### src/rtl/tqvp_rejunity_psg_multi.sv
// Multi-channel square-wave PSG with shared noise, prescaler, readback and PWM DAC output.
// Define PSG_NOISE_EN to build the noise LFSR, noise counter and register C.
module tqvp_rejunity_psg_multi #(
  parameter int unsigned CHANNELS = 3,
  parameter int unsigned TONE_W   = 12,
  parameter int unsigned VOL_W    = 4
) (
  input  logic       clk,
  input  logic       rst,
  input  logic [7:0] ui_in,
  output logic [7:0] uo_out,
  input  logic [3:0] address,
  input  logic       data_write,
  input  logic [7:0] data_in,
  output logic [7:0] data_out
);
  localparam int unsigned HI_W  = TONE_W - 8;
  localparam int unsigned SUM_W = VOL_W + $clog2((CHANNELS > 2) ? CHANNELS : 2);

  logic [7:0]          per_lo_q [CHANNELS];
  logic [HI_W-1:0]     per_hi_q [CHANNELS];
  logic [VOL_W-1:0]    vol_q    [CHANNELS];
  logic [CHANNELS-1:0] tone_en_q;
  logic [CHANNELS-1:0] noise_en_q;
  logic [1:0]          sel_q;
  logic                en_q;

  logic [9:0]          pre_q, pre_d, pre_max;
  logic                tick;
  logic [TONE_W-1:0]   per      [CHANNELS];
  logic [TONE_W-1:0]   tlast    [CHANNELS];
  logic [TONE_W-1:0]   tcnt_q   [CHANNELS];
  logic [TONE_W-1:0]   tcnt_d   [CHANNELS];
  logic [CHANNELS-1:0] sq_q, sq_d;
  logic [CHANNELS-1:0] gate, gate_q;
  logic [3:0]          gate_pad;
  logic [SUM_W-1:0]    sum_d, sum_q;
  logic [SUM_W-1:0]    pwm_cnt_d, pwm_cnt_q;
  logic                pwm_d, pwm_q;
  logic                noise;
  logic                wr_sel, wr_ctrl, soft_rst;
  logic                unused_ui;

  assign unused_ui = ^ui_in;

  assign wr_sel   = data_write && (address == 4'hD);
  assign wr_ctrl  = data_write && (address == 4'hF);
  assign soft_rst = wr_ctrl && data_in[1];

  always_ff @(posedge clk or posedge rst) begin
    if (rst) begin
      for (int unsigned c = 0; c < CHANNELS; c++) begin
        per_lo_q[c] <= '0;
        per_hi_q[c] <= '0;
        vol_q[c]    <= '0;
      end
      tone_en_q  <= '0;
      noise_en_q <= '0;
      sel_q      <= 2'd2;
      en_q       <= 1'b1;
    end else if (data_write) begin
      for (int unsigned c = 0; c < CHANNELS; c++) begin
        if (address == 4'(2 * c))     per_lo_q[c] <= data_in;
        if (address == 4'(2 * c + 1)) per_hi_q[c] <= data_in[HI_W-1:0];
        if (address == 4'(8 + c)) begin
          vol_q[c]      <= data_in[VOL_W-1:0];
          tone_en_q[c]  <= data_in[6];
          noise_en_q[c] <= data_in[7];
        end
      end
      if (address == 4'hD) sel_q <= data_in[1:0];
      if (address == 4'hF) en_q  <= data_in[0];
    end
  end

  always_comb begin
    case (sel_q)
      2'd0:    pre_max = 10'd15;
      2'd1:    pre_max = 10'd63;
      2'd2:    pre_max = 10'd255;
      default: pre_max = 10'd1023;
    endcase
  end

  assign tick = en_q && (pre_q >= pre_max);

  always_comb begin
    pre_d = pre_q;
    if (soft_rst || wr_sel) pre_d = '0;
    else if (en_q)          pre_d = tick ? '0 : pre_q + 10'd1;
  end

  // ">=" rather than "==" so a period shortened below the running count wraps on the next tick.
  always_comb begin
    tcnt_d = tcnt_q;
    sq_d   = sq_q;
    for (int unsigned c = 0; c < CHANNELS; c++) begin
      per[c]   = {per_hi_q[c], per_lo_q[c]};
      tlast[c] = (per[c] == '0) ? '0 : per[c] - TONE_W'(1);
      if (soft_rst) begin
        tcnt_d[c] = '0;
        sq_d[c]   = 1'b0;
      end else if (tick) begin
        if (tcnt_q[c] >= tlast[c]) begin
          tcnt_d[c] = '0;
          sq_d[c]   = ~sq_q[c];
        end else begin
          tcnt_d[c] = tcnt_q[c] + TONE_W'(1);
        end
      end
    end
  end

`ifdef PSG_NOISE_EN
  logic [4:0]  nper_q, ncnt_q, ncnt_d, nlast;
  logic [16:0] lfsr_q, lfsr_d;

  assign nlast = (nper_q == '0) ? '0 : nper_q - 5'd1;

  always_comb begin
    ncnt_d = ncnt_q;
    lfsr_d = lfsr_q;
    if (soft_rst) begin
      ncnt_d = '0;
      lfsr_d = 17'd1;
    end else if (tick) begin
      if (ncnt_q >= nlast) begin
        ncnt_d = '0;
        lfsr_d = {lfsr_q[15:0], lfsr_q[16] ^ lfsr_q[13]};
      end else begin
        ncnt_d = ncnt_q + 5'd1;
      end
    end
  end

  always_ff @(posedge clk or posedge rst) begin
    if (rst) begin
      nper_q <= '0;
      ncnt_q <= '0;
      lfsr_q <= 17'd1;
    end else begin
      if (data_write && (address == 4'hC)) nper_q <= data_in[4:0];
      ncnt_q <= ncnt_d;
      lfsr_q <= lfsr_d;
    end
  end

  assign noise = lfsr_q[0];
`else
  assign noise = 1'b1;
`endif

  always_comb begin
    gate = '0;
    for (int unsigned c = 0; c < CHANNELS; c++)
      gate[c] = (sq_q[c] | ~tone_en_q[c]) & (noise | ~noise_en_q[c]);
  end

  always_comb begin
    sum_d = '0;
    for (int unsigned c = 0; c < CHANNELS; c++)
      if (gate_q[c]) sum_d = sum_d + SUM_W'(vol_q[c]);
  end

  assign pwm_cnt_d = en_q ? pwm_cnt_q + SUM_W'(1) : pwm_cnt_q;
  assign pwm_d     = en_q && (pwm_cnt_q < sum_q);

  always_ff @(posedge clk or posedge rst) begin
    if (rst) begin
      pre_q <= '0;
      for (int unsigned c = 0; c < CHANNELS; c++) tcnt_q[c] <= '0;
      sq_q      <= '0;
      gate_q    <= '0;
      sum_q     <= '0;
      pwm_cnt_q <= '0;
      pwm_q     <= 1'b0;
    end else begin
      pre_q     <= pre_d;
      tcnt_q    <= tcnt_d;
      sq_q      <= sq_d;
      gate_q    <= gate;
      sum_q     <= sum_d;
      pwm_cnt_q <= pwm_cnt_d;
      pwm_q     <= pwm_d;
    end
  end

  always_comb begin
    gate_pad = '0;
    gate_pad[CHANNELS-1:0] = gate_q;
  end

  assign uo_out = {gate_pad, {4{pwm_q}}};

  always_comb begin
    data_out = '0;
    for (int unsigned c = 0; c < CHANNELS; c++) begin
      if (address == 4'(2 * c))     data_out = per_lo_q[c];
      if (address == 4'(2 * c + 1)) data_out[HI_W-1:0] = per_hi_q[c];
      if (address == 4'(8 + c)) begin
        data_out[VOL_W-1:0] = vol_q[c];
        data_out[6]         = tone_en_q[c];
        data_out[7]         = noise_en_q[c];
      end
    end
    case (address)
`ifdef PSG_NOISE_EN
      4'hC:    data_out = {3'b000, nper_q};
`endif
      4'hD:    data_out = {6'b0, sel_q};
      4'hE:    data_out = {gate_pad, 3'b000, noise};
      4'hF:    data_out = {7'b0, en_q};
      default: ;
    endcase
  end

endmodule

### config.mk
export PLATFORM = sky130hd
export DESIGN_NAME = tqvp_rejunity_psg_multi
export DESIGN_NICKNAME = d
export VERILOG_FILES = /design/src/rtl/tqvp_rejunity_psg_multi.sv
export SDC_FILE = /design/constraint.sdc
export NUM_CORES = 1
export LEC_CHECK = 0
export CAP_MARGIN = 20
export CORE_MARGIN = 3
export CORE_UTILIZATION = 35
export DETAILED_ROUTE_END_ITERATION = 12
export RECOVER_POWER = 50
export REMOVE_ABC_BUFFERS = 1
export SLEW_MARGIN = 20
export SYNTH_ARGS = -nofsm -noshare
export SYNTH_HDL_FRONTEND = slang
export SYNTH_SLANG_ARGS = --single-unit
### constraint.sdc
create_clock -name clk -period 4.6 [get_ports clk]
set_input_delay 0.69 -clock clk [delete_from_list [all_inputs] [get_ports clk]]
set_output_delay 0.69 -clock clk [all_outputs]
set_load 0.01 [all_outputs]
==> flow_summary.yaml <==
outcome:
  status: "finished, violations left"
  violations: "capacitance limit, slew limit"
logic_synthesis:
  synth_compound_area_frac: 0.108
  synth.area.top_cells: "dfrtp_1 38%, ha_1 10%, mux2_2 8.2%"
  synth_top_family_by_area: "simple AND/OR/NAND/NOR gates"
  synth_top_area_frac: 0.376
  yosys.area.top_type: "dfrtp_1"
  synthArstFlopShare: 1.00
  synth-simple-area-share: 0.196
  synth_mux_area_frac: 0.0950
  ys.warnings.count: 0
  synth.yosys.seq_area_share: 0.383
  synth_edf_count: 0
  ys_ff_latch: 122
  netlist_instances: 840
  synth-main-ff-cell: "dfrtp_1"
  synth_xor_area_frac: 0.0768
  avgSynthCellArea_um2: 9.50
  synthAdderAreaFrac: 0.108
  netlist_area_um2: 7980
  yosysUniqueCellTypes: 67
sta:
  rsz0062_at_grt: "false"
  fin_hold_ws_ns: 0.458
  fin_crit_sh: 0.856
  relSlewSlack: -0.777
  layout_setup_ws_ns: 0.662
  finalMaxSlewViolations: 56
  hold_viol: 0
  setup_viol: 0
  finClkSkew_ns: 0.00623
  fin_crit_ns: 3.94
  max_freq_mhz: 254
  tightest_slew_ns: 2.65
  fin_tns_setup_ns: 0
drt:
  drt_pre_antenna_iters: 4
  drtIter0Drc: 343
  wl_per_cell_um: 16.6
  drtAntennaViolNets: 0
  drcViolationCount: 0
  totalWireLength_um: 19300
  viasPerCell: 5.35
  num_vias: 6228
floorplan:
  start_util: 0.361
  die_area_um2: 24700
  io_pins: 39
  placement_rows: 54
  die_y_um: 157
  coreArea_um2: 22100
  die_w_um: 157
setup_path:
  r2r_slack_ns: 0.92
  cp-end-kind: "primary output"
  r2r-end: "tcnt_q[34]$_DFFE_PP0P_"
  path_class: "in2out"
  critPathRequiredTime_ns: 3.91
  reg2reg_depth: 11
  crit_fanout: 13
  worstPathArrival_ns: 3.25
  reg2reg_from: "per[31]$_DFFE_PP0P_"
  start_kind: "input pin"
power:
  ir_drop_uv: 196
  power_uw: 4650
  power_leakage_uw: 0.00411
  p_per_area_nw_per_um2: 507
clocking:
  clkSlewWorstSetupHoldPaths_ns: 0.06
  cts_tree: "yes"
  clk_path_buf_depth: 2
  numCtsBuffers: 17
  cts_resized: 0
  cts_sinks: 122
  clock-root-buffer: "clkbuf_16"
  cts-htree-levels: 4
  clkLatencyLatePin_ns: 0.42
  holdBufCountCts: 0
  cts_setup_buffers: 0
placed_design:
  gp_congestion: 0.847
  port_buffers: 29
  place_ws_ns: 0.640
  dp_hpwl_um: 14000
global_route:
  grt_pass1_wl_um: 31600
  antenna_found_initial: 0
  overflow: 0
  grt_max_degree: 68
  first_global_vias: 6036
  grt_usage: 0.161
flow_run:
  maxCapViolCount: 1
min_path:
  min_path_cells: 1
  min-delay-start: "tone_en_q[2]$_DFFE_PP0P_"
  hold_path.class: "reg2reg"
  holdPathEnd: "gate_q[2]$_DFF_PP0_"
finish:
  final_nets: 962
  drive_gt1_frac: 0.138
  area_delta_synth_final_pct: 14.9
  fill_cells: 2177
  num_antenna_cells: 0
  layout_commonest_cell: "dfrtp_1"
  layout_common_cells: "120 x dfrtp_1, 97 x nand2_1, 79 x nor2_1"
## layer usage
metal	global-route usage	up-vias	routed length [µm]
met5	0	-	0
li1	-	3074	-
met3	0.0368	28	750
met1	0.227	3019	9340
met2	0.251	107	8880
met4	0.0430	0	298
## cell usage after synthesis (all sizes together) (3+ instances only)
cell    number
dfrtp      120
nand2       97
nor2        79
ha          66
mux2        58
xor2        40
o21ai       37
a21oi       31
nand3       30
xnor2       30
inv         27
nand4       26
nor3        19
buf         17
clkbuf      16
nand2b      15
nor4        13
a211oi      12
and3         9
a21o         7
and2         7
nor2b        7
mux2i        6
a22oi        4
nand3b       4
o221ai       4
a31oi        3
a32o         3
and4         3
o21a         3
o31ai        3
or2          3
or3          3
## sequential cells by signal, summed over array words and instances (netlist names)
| register | count |
|---|---|
| sq_q | 3 |
| vol_q | 12 |
| sel_q | 2 |
| sum_q | 6 |
| tcnt_q | 36 |
| pwm_q | 1 |
| gate_q | 3 |
| noise_en_q | 3 |
| tone_en_q | 3 |
| pre_q | 10 |
| en_q | 1 |
| per | 36 |
| pwm_cnt_q | 6 |
## power breakdown
group / switching (µW) / total, µW / internal (µW)
Clock: 510 / 1270 / 755
Combinational: 807 / 1630 / 827
Sequential: 390 / 1760 / 1370
## worst max path at each step
| stage | startpoint | to | depth (start not counted) |
|---|---|---|---|
| CTS | address[3] | data_out[4] | 7 |
| global placement | address[3] | data_out[4] | 7 |
| finish | address[3] | data_out[4] | 7 |
| floorplan | rst | gate_q[0]$_DFF_PP0_ | 1 |
| detailed placement | address[3] | data_out[4] | 7 |
| global route | address[3] | data_out[4] | 7 |
## kinds of logic after synthesis
logic type | count (synthesis)
AO/OA/AOI/OAI | 128
XOR/XNOR | 70
adder cells (fa/ha/maj) | 68
buffers and inverters | 61
flip-flops | 122
multiplexers | 66
other | 1
AND/OR/NAND/NOR | 324
## layout make-up
cell class | count | area (µm²) | area share
clock buffer | 18 | 439 | 0.0479
clock inverter | 14 | 125 | 0.0136
inverter | 28 | 106 | 0.0116
multi-input combinational | 657 | 4670 | 0.509
sequential | 122 | 3060 | 0.333
tap | 280 | 350 | 0.0382
timing repair buffer | 45 | 423 | 0.0461
## per-stage QoR
stage,cell area (µm²),cells,utilization
2_1_floorplan,7820,807,-
3_3_place_gp,8600,1132,0.389
5_1_grt,9170,1164,0.415
6_report,9170,1164,0.415
3_5_place_dp,8600,1132,0.389
4_1_cts,9170,1164,0.415
## critical path, cell delays in order
cell,delay [ns]
clkdlybuf4s50_1,0.82
buf_4,0.28
nand2b_1,0.19
or2_2,0.17
o221ai_1,0.13
o31ai_1,0.35
clkdlybuf4s50_1,0.61
(Power assumes the default switching activity.)
